$ cat src/rtl/audio_sample_pacer.sv
// rtl/audio_sample_pacer.sv - FIFO-buffered PCM pacer releasing one held code per sample period
module audio_sample_pacer #(
  parameter int CODE_WIDTH      = 10,
  parameter int DEPTH           = 8,
  parameter int CLKS_PER_SAMPLE = 2500
) (
  input  logic                     clk,
  input  logic                     rst,
  input  logic                     enable,
  input  logic [CODE_WIDTH-1:0]    sample_in,
  input  logic                     sample_valid,
  output logic                     sample_ready,
  output logic [CODE_WIDTH-1:0]    code,
  output logic                     sample_tick,
  output logic                     underflow,
  input  logic                     underflow_clr,
  output logic [$clog2(DEPTH):0]   fifo_count
);

  localparam int PW   = $clog2(DEPTH);
  localparam int CNTW = (CLKS_PER_SAMPLE > 1) ? $clog2(CLKS_PER_SAMPLE) : 1;

  localparam logic [CODE_WIDTH-1:0] MID  = {1'b1, {(CODE_WIDTH-1){1'b0}}};
  localparam logic [PW:0]           FULL = (PW+1)'(DEPTH);
  localparam logic [PW:0]           HALF = (PW+1)'(DEPTH / 2);
  localparam logic [CNTW-1:0]       LAST = CNTW'(CLKS_PER_SAMPLE - 1);

  typedef enum logic [1:0] {IDLE, PRIME, RUN} state_t;

  state_t                  state_q, state_d;
  logic [CNTW-1:0]         cnt_q, cnt_d;
  logic [PW-1:0]           wr_ptr_q, wr_ptr_d;
  logic [PW-1:0]           rd_ptr_q, rd_ptr_d;
  logic [PW:0]             count_q, count_d;
  logic [CODE_WIDTH-1:0]   code_q, code_d;
  logic                    tick_q, tick_d;
  logic                    underflow_q, underflow_d;
  logic [CODE_WIDTH-1:0]   mem_q [DEPTH];

  logic flush, tick, push, pop;

  always_ff @(posedge clk) begin
    if (rst) begin
      state_q     <= IDLE;
      cnt_q       <= '0;
      wr_ptr_q    <= '0;
      rd_ptr_q    <= '0;
      count_q     <= '0;
      code_q      <= MID;
      tick_q      <= 1'b0;
      underflow_q <= 1'b0;
    end else begin
      state_q     <= state_d;
      cnt_q       <= cnt_d;
      wr_ptr_q    <= wr_ptr_d;
      rd_ptr_q    <= rd_ptr_d;
      count_q     <= count_d;
      code_q      <= code_d;
      tick_q      <= tick_d;
      underflow_q <= underflow_d;
    end
  end

  // Storage carries no reset; only pointers and count define validity.
  always_ff @(posedge clk) begin
    if (!rst && push) begin
      mem_q[wr_ptr_q] <= sample_in;
    end
  end

  always_comb begin
    state_d = state_q;
    case (state_q)
      IDLE:    if (enable) state_d = PRIME;
      PRIME:   if (!enable) state_d = IDLE;
               else if (count_q >= HALF) state_d = RUN;
      RUN:     if (!enable) state_d = IDLE;
      default: state_d = IDLE;
    endcase
  end

  always_comb begin
    // Leaving PRIME/RUN wins over any tick or push in the same cycle.
    flush = (state_q != IDLE) && !enable;
    tick  = (state_q == RUN) && enable && (cnt_q == LAST);
    push  = sample_valid && (count_q != FULL) && !flush;
    pop   = tick && (count_q != '0);

    cnt_d = ((state_q == RUN) && enable && (cnt_q != LAST)) ? cnt_q + CNTW'(1) : '0;

    wr_ptr_d = push ? wr_ptr_q + PW'(1) : wr_ptr_q;
    rd_ptr_d = pop  ? rd_ptr_q + PW'(1) : rd_ptr_q;
    count_d  = count_q;
    case ({push, pop})
      2'b10:   count_d = count_q + (PW+1)'(1);
      2'b01:   count_d = count_q - (PW+1)'(1);
      default: count_d = count_q;
    endcase
    if (flush) begin
      wr_ptr_d = '0;
      rd_ptr_d = '0;
      count_d  = '0;
    end

    code_d = code_q;
    if (flush || (state_q != RUN)) begin
      code_d = MID;
    end else if (pop) begin
      code_d = mem_q[rd_ptr_q];
    end

    tick_d = tick;

    // A set in the same cycle as a clear takes priority.
    underflow_d = underflow_q;
    if (tick && (count_q == '0)) begin
      underflow_d = 1'b1;
    end else if (underflow_clr) begin
      underflow_d = 1'b0;
    end
  end

  assign sample_ready = (count_q != FULL);
  assign code         = code_q;
  assign sample_tick  = tick_q;
  assign underflow    = underflow_q;
  assign fifo_count   = count_q;

endmodule

$ cat config.mk
export PLATFORM = sky130hd
export DESIGN_NAME = audio_sample_pacer
export DESIGN_NICKNAME = d
export VERILOG_FILES = /design/src/rtl/audio_sample_pacer.sv
export SDC_FILE = /design/constraint.sdc
export NUM_CORES = 1
export LEC_CHECK = 0
export CAP_MARGIN = 40
export CORE_UTILIZATION = 42
export DETAILED_ROUTE_END_ITERATION = 10
export GPL_ROUTABILITY_DRIVEN = 0
export PLACE_DENSITY = 0.68
export SYNTH_ARGS = -nofsm -noshare
export SYNTH_HDL_FRONTEND = slang
export SYNTH_SLANG_ARGS = --single-unit
$ cat constraint.sdc
create_clock -name clk -period 3.9 [get_ports clk]
set_input_delay 0.585 -clock clk [delete_from_list [all_inputs] [get_ports clk]]
set_output_delay 0.585 -clock clk [all_outputs]
set_load 0.02 [all_outputs]
After elaboration in Yosys (flattened, before gate mapping)
Memory sizes are Yosys's and may differ from the RTL's. A register that Yosys moved wholly into a read port is not among the register bits.
Index checks and enable logic that the tools add are counted.
- flip-flop bits (word level): 26
- bits in latches: 0
- memory bits (writable): 80
- bits in read-only memories: 0
- input port bits: 15
- word-level logic and storage cells: 59
- memories kept: 1
- memory list (memory ; depth ; bits a word ; rd ports ; clocked after memory_dff ; write ports ; RTL line ; text):
    mem_q ; 8 ; 10 ; 1 ; 1 ; 1 ; 38 ; logic [CODE_WIDTH-1:0] mem_q [DEPTH];
- add/sub/neg operators: 5
- multiply operators: 0
- div/mod/pow operators: 0
- order comparisons: 1
- equal/unequal tests: 11
- shift operators: 0
- mux-type cells: 10
- bitwise operators: 1
- reductions and logical operators: 23
- operators by type and width (kind ; count):
    $add 12x1->12 const B ; 1
    $eq 12x12->1 const B ; 1
    $ne 12x12->1 const B ; 1
    $logic_and 1x1->1 ; 9
    $mux 2 ; 4
    $pmux 4 s2 ; 1
    $add 3x1->3 const B ; 2
    $ne 2x2->1 const B ; 3
    $pmux 2 s3 ; 1
    $reduce_bool 2->1 ; 3
    $reduce_or 2->1 ; 3
    $add 4x1->4 const B ; 1
    $eq 2x1->1 const B ; 2
    $eq 2x2->1 const B ; 2
    $ge 4x3->1 const B ; 1
    $logic_not 4->1 ; 1
    $mux 1 ; 4
    $ne 4x4->1 const B ; 1
    $reduce_bool 4->1 ; 1
    $sub 4x1->4 const B ; 1
    $logic_not 1->1 ; 3
    $ne 3x3->1 const B ; 1
    $reduce_and 3->1 ; 1
    $logic_not 2->1 ; 1
    other kinds (2) ; 2

Logic depth before layout (Yosys ltp)
- depth in word-level cells: 7
- mapped depth: 12

Worst setup path after synthesis
No wires, ideal clock.
- path type: reg2reg
- start: register cnt_q[0]
- end: register count_q[3] (netlist: fifo_count[3])
- library setup time: 72 ps
- arrival time: 2879 ps
- required time: 3828 ps
- slack: 949 ps
- stages on the path, launching flop included: 12
- path buffers: 1
- clock period less this slack: 2951 ps
- cells stage by stage: dfxtp_1 > ha_1 > or3b_2 > or3_1 > buf_6 > nor2_2 > ha_1 > ha_1 > a21oi_1 > nand4b_1 > a21o_1 > a21oi_1
- word-level cells in the longest chain between the ends: 5
- elaborated cells on any way between the ends: 7
- RTL lines (what ; RTL line ; text):
    start: declaration ; 31 ; logic [CNTW-1:0] cnt_q, cnt_d;
    start signal: assignment ; 54 ; cnt_q <= cnt_d;
    $eq 12x12->1 (*) ; 85 ; tick = (state_q == RUN) && enable && (cnt_q == LAST);
    $logic_and 1x1->1 (*) ; 85 ;
    $logic_and 1x1->1 (*) ; 87 ; pop = tick && (count_q != '0);
    via pop ; 40 ; logic flush, tick, push, pop;
    $eq 2x1->1 / $eq 2x2->1 (equally long branches) ; 94 ; case ({push, pop})
    $pmux 4 s2 / $reduce_bool 2->1 (equally long branches) ; - ;
    end signal: assignment ; 57 ; count_q <= count_d;
    end: declaration ; 34 ; logic [PW:0] count_q, count_d;
Mark *: on every way through the listed nets, which the timed path passes. The rest lies on a longest branch.
A chain may end at the register's enable or synchronous reset.

Final worst setup path
Ends and elaborated chain as after synthesis.

==> flow_metrics.py <==
metrics = {
    "sta": {
        "clock.fmax_ghz": 0.3028,
        "rsz0062_at_grt": "false",
        "finalSetupViolations": 0,
        "hold_viol": 0,
        "maxSlewViolCount": 0,
        "worst_pin_slew_ns": 0.7392,
        "finalSetupTns_ns": 0,
        "finalCritPeriodShare": 0.8467,
        "clock_skew_ns": 0.009463,
        "post-route-min-period_ns": 3.302,
        "max_slew_margin": 0.5065,
    },
    "layout": {
        "mostFrequentLayoutCells": "80 x edfxtp_1, 36 x dfxtp_1, 31 x clkdlybuf4s50_1, 29 x nor2_1, 20 x mux4_2",
        "area_growth_pct": 22.55,
        "antenna_cells": 0,
        "final_nets": 374,
        "post-route-util": 0.5396,
        "drive_above_1_share": 0.1786,
        "instances_no_fill": 500,
        "layout_commonest_cell": "edfxtp_1",
        "final_area_mm2": 0.005670,
    },
    "global_routing": {
        "antenna_found_initial": 0,
        "grt_pass1_wl_um": 14100,
        "grt_pass1_vias": 2690,
        "grt_max_degree": 24,
        "globalRouteTotalUtil": 0.1715,
        "grt_overflow": 0,
    },
    "synthesis": {
        "synth_area_mm2": 0.004627,
        "synth-seq-area-share": 0.6750,
        "ys_ff_latch": 116,
        "synth.net_count": 324,
        "syn_area_per_cell_um2": 15.32,
        "ys_types": 40,
        "yosysWarnings": 0,
        "syn_inst": 302,
    },
    "cts": {
        "cts_buffer_depth": 2,
        "postCtsResizedCells": 0,
        "cts_tree": "built",
        "clkTransAtPathRegs_ns": 0.05,
        "cts_hold_buffers": 0,
        "cts_setup_buffers": 0,
        "clock-root-buffer": "clkbuf_8",
        "cts.sinks": 116,
        "clk_latency_ns": 0.52,
        "cts_buffers": 17,
        "htreeDepth": 4,
    },
    "setup_path": {
        "required_ns": 4.35,
        "worstPathCellList": "ha_1 -> or3b_2 -> or3_1 -> nor2_2 -> ha_1 -> ha_1 -> a21oi_1 -> nand4b_1 -> a21o_1 -> a21oi_1",
        "crit_buf_inv": 0,
        "cp-end-kind": "flop",
        "cp-start-kind": "flop",
        "critPathTopFamily": "simple AND/OR/NAND/NOR gates",
        "crit_path_max_incr_delay_ns": 0.48,
        "cp_data_arrival_time_ns": 3.75,
        "crit_top_cell": "ha_1",
        "crit_type": "flop to flop",
        "cpMaxStageDelayCell": "or3b_2",
        "crit_fanout": 10,
    },
    "place": {
        "dp_cells": 469,
        "dpl_cell_area_mm2": 0.005157,
        "hpwlAfterDp_um": 5457,
        "io_buffers": 31,
    },
    "die": {
        "io_pins": 32,
        "core_mm2": 0.01051,
        "row_count": 37,
        "fp.dieH_um": 107.0,
        "die_w_um": 107.0,
        "start_util": 0.4403,
        "die_area_mm2": 0.01144,
    },
    "status": {
        "status": "complete, no violations",
    },
    "min_path": {
        "hold_class": "flop to flop",
    },
    "routing": {
        "vias_per_cell": 5.262,
        "firstDrtPassIters": 4,
        "ant_nets": 0,
        "drc_errors": 0,
        "drt_wl_total_um": 8547,
        "drt-initial-drc-count": 157,
        "routedWlPerCell_um": 17.09,
        "vias": 2631,
    },
    "power_and_ir_drop": {
        "power.share.combinational": 0.026,
        "p_per_area_mw_per_mm2": 484.6,
        "clkPwrFrac": 0.487,
        "p_int_mw": 2.187,
        "power_frac_seq": 0.487,
        "leakagePower_nw": 1.915,
        "ir_worst_vdd_mv": 0.2164,
        "switching_share": 0.2040,
        "total_power_mw": 2.748,
        "switching_power_mw": 0.5605,
    },
    "flow_run": {
        "cap_violations": 0,
    },
}
[cell type report]
type                       count  area (um^2)
timing repair buffer          42        397.9
inverter                       9        33.78
fill                         830         4838
clock buffer                  19        421.7
sequential                   116         3123
multi-input combinational    166         1433
tap                          136        170.2
clock inverter                12        91.34
[cells in the mapped netlist (all sizes together)]
| cell type | n | share of area |
|---|---|---|
| nand4b | 2 | 0.0038 |
| o211a | 10 | 0.022 |
| a21o | 1 | 0.0016 |
| dfxtp | 36 | 0.16 |
| or3b | 1 | 0.0019 |
| fa | 1 | 0.0043 |
| xnor2 | 9 | 0.017 |
| nor4b | 1 | 0.0019 |
| nor3 | 9 | 0.0097 |
| ha | 6 | 0.016 |
| and3 | 3 | 0.0043 |
| nand4 | 3 | 0.0041 |
| inv | 9 | 0.0073 |
| o21bai | 1 | 0.0016 |
| nor4 | 2 | 0.0027 |
| nand2 | 9 | 0.0073 |
| nand3 | 19 | 0.021 |
| xor2 | 5 | 0.0095 |
| nor2b | 1 | 0.0014 |
| clkbuf | 8 | 0.0065 |
| mux2 | 1 | 0.0024 |
| and4b | 1 | 0.0022 |
| buf | 3 | 0.0043 |
| edfxtp | 80 | 0.52 |
| o31ai | 1 | 0.0016 |
| or3 | 2 | 0.0030 |
| a211o | 1 | 0.0019 |
| or4 | 2 | 0.0032 |
| nor2 | 30 | 0.025 |
| mux4 | 20 | 0.097 |
| or4b | 2 | 0.0051 |
| mux2i | 10 | 0.022 |
| o21ai | 5 | 0.0054 |
| a21oi | 8 | 0.0087 |
[state kept, by name, indices dropped and copies added, names as in the netlist]
name,flops
cnt_q,12
wr_ptr_q,3
code,10
rd_ptr_q,3
sample_tick,1
mem_q,80
fifo_count,4
state_q,2
underflow,1
[power groups by stage]
| stage | combinational (mW) | sequential [mW] | clock (mW) |
|---|---|---|---|
| CTS | 0.0731 | 1.34 | 1.36 |
| global placement | 0.0702 | 1.36 | 0 |
| global route | 0.0792 | 1.34 | 1.41 |
| floorplan | 0.0296 | 1.36 | 0 |
| finish | 0.0721 | 1.34 | 1.34 |
| detailed placement | 0.0724 | 1.36 | 0 |
[worst reg2reg max path, stage by stage (launching register included)]
cell and delay (ns):
dfxtp_1 0.37, ha_1 0.21, or3b_2 0.48, or3_1 0.45, nor2_2 0.40, ha_1 0.34
ha_1 0.30, a21oi_1 0.21, nand4b_1 0.15, a21o_1 0.20, a21oi_1 0.12
[cells by family (layout without fill, tap and decap cells)]
group,after synthesis,after routing,share of synthesized area
flops,116,116,0.6750
buf+inv,20,82,0.01812
compound gates,27,27,0.04246
mux,31,31,0.1214
simple gates,87,87,0.09600
xor+xnor,14,14,0.02650
fa+ha+maj,7,7,0.02055
[routing by layer]
metal	up-vias	part of all wire	global-route usage
met3	16	0.040	0.05653
met2	50	0.49	0.2627
li1	1260	-	-
met4	0	0.017	0.08219
met1	1305	0.45	0.2203
met5	-	0	0
[path summary, 6_finish.rpt]
kind | startpoint | endpoint | slack [ns] | cells past startpoint
max | cnt_q[0] | fifo_count[3] | 0.60 | 10
min reg2reg | underflow | underflow | 0.46 | 2
min | underflow | underflow | 0.46 | 2
max reg2reg | cnt_q[0] | fifo_count[3] | 0.60 | 10
[through the flow]
| stage | setup slack [ns] | hold WS [ns] |
|---|---|---|
| 6_report | 0.5980 | 0.4580 |
| 5_1_grt | 0.3319 | 0.5167 |
| 4_1_cts | 0.6068 | 0.4644 |
| 3_5_place_dp | 0.6157 | 0.4520 |
| 3_3_place_gp | 0.7539 | 0.4427 |
| 2_1_floorplan | 0.9490 | 0.4295 |
Power figures use the tool's default switching activity.
